--- config.mk ---
export PLATFORM = sky130hd
export DESIGN_NAME = uart_tx_sched
export DESIGN_NICKNAME = d
export VERILOG_FILES = /design/src/rtl/uart_tx_sched.sv
export SDC_FILE = /design/constraint.sdc
export NUM_CORES = 1
export LEC_CHECK = 0
export CAP_MARGIN = 20
export CORE_MARGIN = 5
export CORE_UTILIZATION = 30
export CTS_BUF_LIST = sky130_fd_sc_hd__clkbuf_16
export DETAILED_ROUTE_END_ITERATION = 7
export GPL_ROUTABILITY_DRIVEN = 0
export SYNTH_ARGS = -nofsm -noshare
export SYNTH_HDL_FRONTEND = slang
export SYNTH_SLANG_ARGS = --single-unit
--- constraint.sdc ---
create_clock -name clk -period 2.9 [get_ports clk]
set_input_delay 0.435 -clock clk [delete_from_list [all_inputs] [get_ports clk]]
set_output_delay 0.435 -clock clk [all_outputs]
set_load 0.02 [all_outputs]
--- src/rtl/uart_tx_sched.sv ---
// UART transmit scheduler: queues CPU bytes in a FIFO, issues them to the transmitter one at a time,
// and holds received bytes with valid/ack. Optional transmit watchdog enabled by UART_TX_TIMEOUT_EN.

module uart_tx_sched #(
  parameter int DEPTH   = 8,
  parameter int AW      = 3,
  parameter int TIMEOUT = 16
) (
  input  logic        clk,
  input  logic        reset,
  input  logic        wr_en,
  input  logic [7:0]  wr_data,
  output logic        full,
  output logic        empty,
  output logic [AW:0] count,
  output logic        tx_overflow,
  input  logic        tx_status,
  output logic [7:0]  tx_data,
  output logic        tx_start,
  output logic        tx_timeout,
  input  logic        rx_status,
  input  logic [7:0]  rx_data_in,
  output logic [7:0]  rx_byte,
  output logic        rx_valid,
  input  logic        rx_ack,
  output logic        rx_overrun,
  input  logic        clr_flags
);

  if ((DEPTH < 2) || ((DEPTH & (DEPTH - 1)) != 0)) begin : g_bad_depth
    $error("uart_tx_sched: DEPTH must be a power of 2 and at least 2");
  end
  if (AW != $clog2(DEPTH)) begin : g_bad_aw
    $error("uart_tx_sched: AW must equal log2(DEPTH)");
  end
  if (TIMEOUT < 1) begin : g_bad_timeout
    $error("uart_tx_sched: TIMEOUT must be at least 1");
  end

  localparam logic [1:0] ST_IDLE      = 2'd0;
  localparam logic [1:0] ST_START     = 2'd1;
  localparam logic [1:0] ST_WAIT_BUSY = 2'd2;
  localparam logic [1:0] ST_WAIT_DONE = 2'd3;

  localparam logic [AW:0]   CNT_ONE  = (AW+1)'(1);
  localparam logic [AW:0]   CNT_FULL = (AW+1)'(DEPTH);
  localparam logic [AW-1:0] PTR_ONE  = AW'(1);

  logic [7:0]    mem [DEPTH];
  logic [AW-1:0] wr_ptr;
  logic [AW-1:0] rd_ptr;
  logic [AW:0]   count_nxt;
  logic [1:0]    state;
  logic [1:0]    state_nxt;
  logic          push;
  logic          pop;
  logic          overflow_evt;
  logic          overrun_evt;

  // A push against a full FIFO is dropped even if a pop frees a slot on the same edge.
  assign push         = wr_en && !full;
  assign overflow_evt = wr_en && full;
  assign pop          = (state == ST_IDLE) && !empty && tx_status;
  assign tx_start     = (state == ST_START);
  assign overrun_evt  = rx_status && rx_valid && !rx_ack;

  // NOTE: every signal written in always_comb gets a default first, so no latch is inferred.
  always_comb begin
    count_nxt = count;
    case ({push, pop})
      2'b10:   count_nxt = count + CNT_ONE;
      2'b01:   count_nxt = count - CNT_ONE;
      default: count_nxt = count;
    endcase
  end

  // NOTE: sequential state uses non-blocking assignments so every flop samples pre-edge values.
  always_ff @(posedge clk or negedge reset) begin
    if (!reset) begin
      wr_ptr <= '0;
      rd_ptr <= '0;
      count  <= '0;
      full   <= 1'b0;
      empty  <= 1'b1;
    end else begin
      if (push) wr_ptr <= wr_ptr + PTR_ONE;
      if (pop)  rd_ptr <= rd_ptr + PTR_ONE;
      count <= count_nxt;
      full  <= (count_nxt == CNT_FULL);
      empty <= (count_nxt == '0);
    end
  end

  // NOTE: the storage array has no reset; occupancy is tracked by pointers and count alone.
  always_ff @(posedge clk) begin
    if (push) mem[wr_ptr] <= wr_data;
  end

`ifdef UART_TX_TIMEOUT_EN
  localparam int TW = (TIMEOUT > 1) ? $clog2(TIMEOUT) : 1;
  localparam logic [TW-1:0] TO_LAST = TW'(TIMEOUT - 1);
  localparam logic [TW-1:0] TO_ONE  = TW'(1);

  logic [TW-1:0] to_cnt;
  logic          timeout_evt;
`endif

  always_comb begin
    state_nxt = state;
`ifdef UART_TX_TIMEOUT_EN
    timeout_evt = 1'b0;
`endif
    case (state)
      ST_IDLE:      if (pop) state_nxt = ST_START;
      ST_START:     state_nxt = ST_WAIT_BUSY;
      ST_WAIT_BUSY: begin
        if (!tx_status) begin
          state_nxt = ST_WAIT_DONE;
        end
`ifdef UART_TX_TIMEOUT_EN
        // Transmitter never went busy: treat the byte as sent and move on.
        else if (to_cnt == TO_LAST) begin
          state_nxt   = ST_IDLE;
          timeout_evt = 1'b1;
        end
`endif
      end
      ST_WAIT_DONE: if (tx_status) state_nxt = ST_IDLE;
      default:      state_nxt = ST_IDLE;
    endcase
  end

  always_ff @(posedge clk or negedge reset) begin
    if (!reset) begin
      state   <= ST_IDLE;
      tx_data <= 8'h00;
    end else begin
      state <= state_nxt;
      if (pop) tx_data <= mem[rd_ptr];
    end
  end

`ifdef UART_TX_TIMEOUT_EN
  always_ff @(posedge clk or negedge reset) begin
    if (!reset) begin
      to_cnt     <= '0;
      tx_timeout <= 1'b0;
    end else begin
      if (state == ST_START)          to_cnt <= '0;
      else if (state == ST_WAIT_BUSY) to_cnt <= to_cnt + TO_ONE;
      tx_timeout <= (tx_timeout && !clr_flags) || timeout_evt;
    end
  end
`else
  assign tx_timeout = 1'b0;
`endif

  // Sticky flags: a set event on the same edge as clr_flags wins.
  always_ff @(posedge clk or negedge reset) begin
    if (!reset) begin
      tx_overflow <= 1'b0;
      rx_overrun  <= 1'b0;
    end else begin
      tx_overflow <= (tx_overflow && !clr_flags) || overflow_evt;
      rx_overrun  <= (rx_overrun && !clr_flags) || overrun_evt;
    end
  end

  always_ff @(posedge clk or negedge reset) begin
    if (!reset) begin
      rx_byte  <= 8'h00;
      rx_valid <= 1'b0;
    end else if (rx_status) begin
      rx_byte  <= rx_data_in;
      rx_valid <= 1'b1;
    end else if (rx_ack) begin
      rx_valid <= 1'b0;
    end
  end

endmodule

==> results.yml, run 1 <==
finish:
  layout_common_cells: "edfxtp_1 (64), clkdlybuf4s50_1 (48), dfrtp_1 (32), nand2_1 (16), buf_4 (13)"
  seq_area_mm2: 0.002749
  area_growth_syn_to_layout_pct: 25.85
  layout_commonest_cell: "edfxtp_1"
  design_area_mm2: 0.005014
  layout-drive-gt1-share: 0.1717
  num_antenna_cells: 0
  multi_input_area_mm2: 0.001137
  fillCellCount: 1227
  nNetsFinal: 325
power:
  pwr-share-comb: 0.320
  p_sw_frac: 0.3149
  p_sw_mw: 1.499
  leakagePower_nw: 1.879
  p_seq_frac: 0.428
  power.total_mw: 4.760
  ir_drop_v: 0.0003576
  internal-power_mw: 3.261
  powerDensity_mw_per_mm2: 949.3
  clkPwrFrac: 0.252
timing:
  fin_setup_tns_ns: 0
  fin_crit_sh: 0.8413
  drv_slew: 0
  rsz0062_at_grt: "false"
  fmax_mhz: 409.9
  slew_headroom: 0.4464
  setup_viol: 0
  tightest_slew_ns: 0.8304
  min_period_ns: 2.440
  skew_ns: 0.007148
  hold_violations: 0
clock_tree:
  cts_setup_buffers: 0
  postCtsHoldBufs: 0
  post_cts_resize_count: 0
  cts.clk_slew.worst_paths_ns: 0.07
  cts_max_path_buffers: 2
  cts_made_buffers: 9
  cts_tree: "yes"
  cts.sinks: 97
  cts.root.buffer_cell: "clkbuf_16"
  clk_latency_ns: 0.34
  h-tree-depth: 3
setup_path:
  critPathCaptureType: "register"
  r2r_setup_slack_ns: 0.46
  worstRegToRegCells: 11
  worstSetupPathType: "reg2reg"
  cp-start-kind: "register"
  critPathMaxFanout: 4
  rr_endpoint: "full"
  crit_arrival_ns: 2.67
  cp.required_ns: 3.13
  r2r_start: "state[0]"
worst_hold_path:
  hold_depth: 2
  hp-start: "tx_data[2]"
  holdPathEnd: "tx_data[2]"
  hold_path_class: "reg2reg"
die:
  core_mm2: 0.01314
  die_area_mm2: 0.01568
  die_h_um: 125.2
  initial_utilization: 0.3032
  rows: 42
  die_w_um: 125.2
  pin_count: 50
flow_run:
  maxCapViolations: 0
route:
  drtIter0Drc: 191
  postRouteAntennaNets: 0
  vias: 2083
  wl_um: 7415
  drc: 0
  viasPerCell: 4.404
  wl_per_cell_um: 15.68
  dr.pass1.iters: 4
synthesis:
  async_flop_share: 0.3402
  synth_top_flop_cell: "edfxtp_1"
  synth_seq_cells: 97
  synth_seq_area_share: 0.6900
  yosysTopAreaCellShare: 0.4824
  synthDistinctLibCells: 39
  syn_inst: 230
  synth-edff-count: 64
  post_synth.cell_area_avg_um2: 17.32
  synth_area_leader_cell: "edfxtp_1"
  synth_area_leaders: "edfxtp_1 (48%), dfrtp_1 (20%), mux4_2 (5.1%), mux4_1 (4.6%), ha_1 (3.1%)"
  yosys_warnings: 0
  synth_nets: 263
  syn_area_mm2: 0.003984
placed_design:
  placed_area_mm2: 0.004711
  hpwl_um: 4979
  port_buffers: 48
global_routing:
  antenna_found_initial: 0
  grt_overflow: 0
  grt_usage: 0.1003
  grt_pass1_wl_um: 12140
  grt_pass1_vias: 2239
  grt_start_max_net_pins: 34
run_status:
  status: "complete, no violations"
cells in the mapped netlist, types with 7 or more instances:
master and instances:
ha_1 10, dfrtp_1 32, mux2i_1 8, edfxtp_1 64, o21ai_1 8, nand2_1 16
mux2_2 11, mux4_2 9, inv_1 7, mux4_1 7, nor2_1 8
per-layer routing:
layer / track usage / share of wire / vias up
met2: 0.1582 / 0.48 / 38
met5: 0 / 0 / -
met3: 0.02388 / 0.036 / 13
met1: 0.1291 / 0.46 / 1041
li1: - / - / 991
met4: 0.05166 / 0.026 / 0
worst max-delay path: stages (launching register included):
cell and delay (ns):
dfrtp_1 0.38, inv_1 0.09, ha_1 0.22, nand3b_1 0.11, inv_1 0.10, ha_1 0.22
xor2_1 0.16, ha_1 0.18, a21oi_1 0.21, xor3_1 0.26, a31oi_1 0.21, o21ba_2 0.18
how the worst max path moves through the flow:
stage / from / endpoint / slack [ns] / depth (start not counted)
after floorplan: state[0] / full / 0.32 / 12
after global placement: wr_en / full / 0.23 / 10
after detailed placement: wr_en / full / 0.16 / 10
after CTS: state[0] / full / 0.45 / 11
after global routing: state[1] / full / 0.28 / 11
final: state[0] / full / 0.46 / 11
flip-flops by register name (all words and copies together) (netlist names):
name / cells
count: 4
empty: 1
full: 1
mem: 64
rd_ptr: 3
rx_byte: 8
rx_overrun: 1
rx_valid: 1
state: 2
tx_data: 8
tx_overflow: 1
wr_ptr: 3
cells by family after synthesis:
group | count (synthesis) | synth area share
compound gates | 21 | 0.03267
flops | 97 | 0.6900
simple gates | 40 | 0.04868
buf+inv | 17 | 0.02450
xor+xnor | 9 | 0.02355
other cells | 1 | 0.0009413
fa+ha+maj | 10 | 0.03141
mux | 35 | 0.1482
metrics by stage:
stage	setup slack, ns	hold slack [ns]	std cells	util
after floorplan	0.3151	0.1394	230	-
after global placement	0.2324	0.4760	457	0.3586
after detailed placement	0.1615	0.4759	457	0.3586
after CTS	0.4516	0.4919	473	0.3816
after global routing	0.2814	0.5155	473	0.3816
final	0.4602	0.4820	473	0.3816
final cells by class:
| type | instances | area share |
|---|---|---|
| Inverter | 7 | 0.005241 |
| Sequential cell | 97 | 0.5483 |
| Timing Repair Buffer | 61 | 0.1153 |
| Clock buffer | 9 | 0.04492 |
| Multi-Input combinational cell | 116 | 0.2269 |
| Clock inverter | 7 | 0.01547 |
| Tap cell | 176 | 0.04392 |
power groups by stage:
| stage | clock network, mW | registers, mW | logic [mW] |
|---|---|---|---|
| after floorplan | 0 | 2.09 | 0.984 |
| after global placement | 0 | 2.06 | 1.52 |
| after detailed placement | 0 | 2.07 | 1.55 |
| after CTS | 1.24 | 2.04 | 1.56 |
| after global routing | 1.29 | 2.08 | 1.68 |
| final | 1.20 | 2.04 | 1.52 |
No activity file was read; power rests on OpenSTA's default activity.
==> run 2, diff against run 1 <==
- clock period: 2.9 -> 2.15 ns (I/O delays scaled with it)
==> run 2 against run 1 <==
  * Combinational power up 56%
  * Via count up 2.5%
  * Sequential power up 32%
  * Count of clock-buffer cells in the layout unchanged
  * Non-clock buffer count up 14
==> results.yml, run 2 (synthesized netlist as in run 1, its figures left out) <==
finish:
  reg_top3: "mem (64), rx_byte (8), tx_data (8)"
  nNetsFinal: 339
  layout-drive-gt1-share: 0.2379
  fillCellCount: 1221
  multi_input_area_mm2: 0.001184
  num_antenna_cells: 0
  fin_util: 0.3935
  seq_area_mm2: 0.002749
  layout_common_cells: "edfxtp_1 (64), clkdlybuf4s50_1 (48), dfrtp_1 (32), buf_4 (26), nand2_1 (16)"
  top_register: "mem"
  design_area_mm2: 0.005170
  area_growth_syn_to_layout_pct: 29.77
  layout_commonest_cell: "edfxtp_1"
  largest_reg_flops: 64
global_routing:
  grt_pass1_vias: 2241
  antenna_found_initial: 0
  grt_usage: 0.09788
  grt_pass1_wl_um: 11810
  grt_start_max_net_pins: 34
  grt_overflow: 0
setup_path:
  crit_arrival_ns: 2.35
  critPathMaxFanout: 3
  worstSetupPathType: "reg2reg"
  max_stage_delay_ns: 0.36
  cp_num_buf_inv: 2
  critPathCaptureType: "register"
  crit_family: "compound AO/OA/AOI/OAI gates"
  cp-start-kind: "register"
  path_cells: "inv_2 > ha_4 > nand3b_1 > inv_2 > ha_4 > xor2_1 > ha_2 > a21oi_2 > xor3_1 > a31oi_1 > o21ba_2"
  cp.required_ns: 2.38
  slowest_stage: "dfrtp_1"
timing:
  fin_ws_ns: 0.02735
  fin_crit_sh: 0.9873
  skew_ns: 0.006151
  setup_viol: 0
  fmax_mhz: 471.1
  drv_slew: 0
  hold_violations: 0
  fin_setup_tns_ns: 0
  rsz0062_at_grt: "true"
  tightest_slew_ns: 0.5648
  min_period_ns: 2.123
  slew_headroom: 0.6235
die:
  initial_utilization: 0.3032
  core_mm2: 0.01314
  pin_count: 50
  rows: 42
  die_area_mm2: 0.01568
  die_w_um: 125.2
  die_h_um: 125.2
clock_tree:
  cts_tree: "yes"
  cts.root.buffer_cell: "clkbuf_16"
  cts_made_buffers: 9
  cts.sinks: 97
  cts_max_path_buffers: 2
  clk_latency_ns: 0.34
  h-tree-depth: 3
  cts.clk_slew.worst_paths_ns: 0.07
  postCtsHoldBufs: 0
placed_design:
  placed_area_mm2: 0.004815
  hpwl_um: 4982
  pre_cts_ws_ns: -0.2956
  port_buffers: 48
run_status:
  status: "complete, no violations"
route:
  postRouteAntennaNets: 0
  wl_um: 7294
  viasPerCell: 4.386
  wl_per_cell_um: 14.98
  drtIter0Drc: 121
  drc: 0
  dr.pass1.iters: 6
  vias: 2136
power:
  ir_drop_v: 0.0004517
  leakagePower_nw: 1.946
  powerDensity_mw_per_mm2: 1282
  power.total_mw: 6.626
worst_hold_path:
  hold_path_class: "in2async"
flow_run:
  maxCapViolations: 0
[run 2: cell count changes in the layout (fill, tap and decap cells not counted), moves of 2 or more]
| cell | before | now |
|---|---|---|
| inv_1 | 7 | 4 |
| ha_1 | 10 | 7 |
| ha_4 | 0 | 2 |
| buf_4 | 13 | 26 |
| inv_2 | 0 | 3 |
[run 2: metrics by stage]
step	std cells	hold slack, ns
after floorplan	230	0.02691
after global placement	468	0.4757
after detailed placement	468	0.4746
after CTS	485	0.3859
after global routing	487	0.4210
final	487	0.3828
[run 2: layout make-up]
type,count,area share
clock buffer,9,0.04356
clock inverter,7,0.01355
inverter,7,0.005082
multi-input combinational,116,0.2289
sequential,97,0.5317
tap,176,0.04259
timing repair buffer,75,0.1346
[run 2: per-layer routing]
metal | track usage | share of wire
met5 | 0 | 0
met4 | 0.04273 | 0.019
met3 | 0.02942 | 0.034
met2 | 0.1651 | 0.51
met1 | 0.1161 | 0.44
[run 2: worst paths after layout]
kind	from	endpoint	slack, ns	cells past startpoint
hold reg to reg	tx_data[6]	tx_data[6]	0.48	2
setup reg to reg	state[1]	full	0.03	11
setup / recovery	state[1]	full	0.03	11
min in group clk	tx_data[6]	tx_data[6]	0.48	2
hold / removal	reset	tx_overflow	0.38	2
max in group asynchronous	reset	empty	1.44	2
[run 2: power by group]
part / switching (mW) / internal (mW) / total (mW)
Sequential: 0.274 / 2.42 / 2.69
Combinational: 1.11 / 1.26 / 2.37
Clock: 0.666 / 0.901 / 1.57
Total: 2.05 / 4.58 / 6.63
[run 2: worst register-to-register path: stages (launching register included)]
cell      delay (ns)
dfrtp_1         0.36
inv_2           0.06
ha_4            0.15
nand3b_1        0.12
inv_2           0.08
ha_4            0.16
xor2_1          0.15
ha_2            0.18
a21oi_2         0.12
xor3_1          0.23
a31oi_1         0.21
o21ba_2         0.19
[run 2: what timing repair did]
item                       CTS  global route
pin swaps                    2             1
buffers inserted             1             2
setup endpoints to repair    2             4
cloned                       0             0
gates resized for setup      2             5
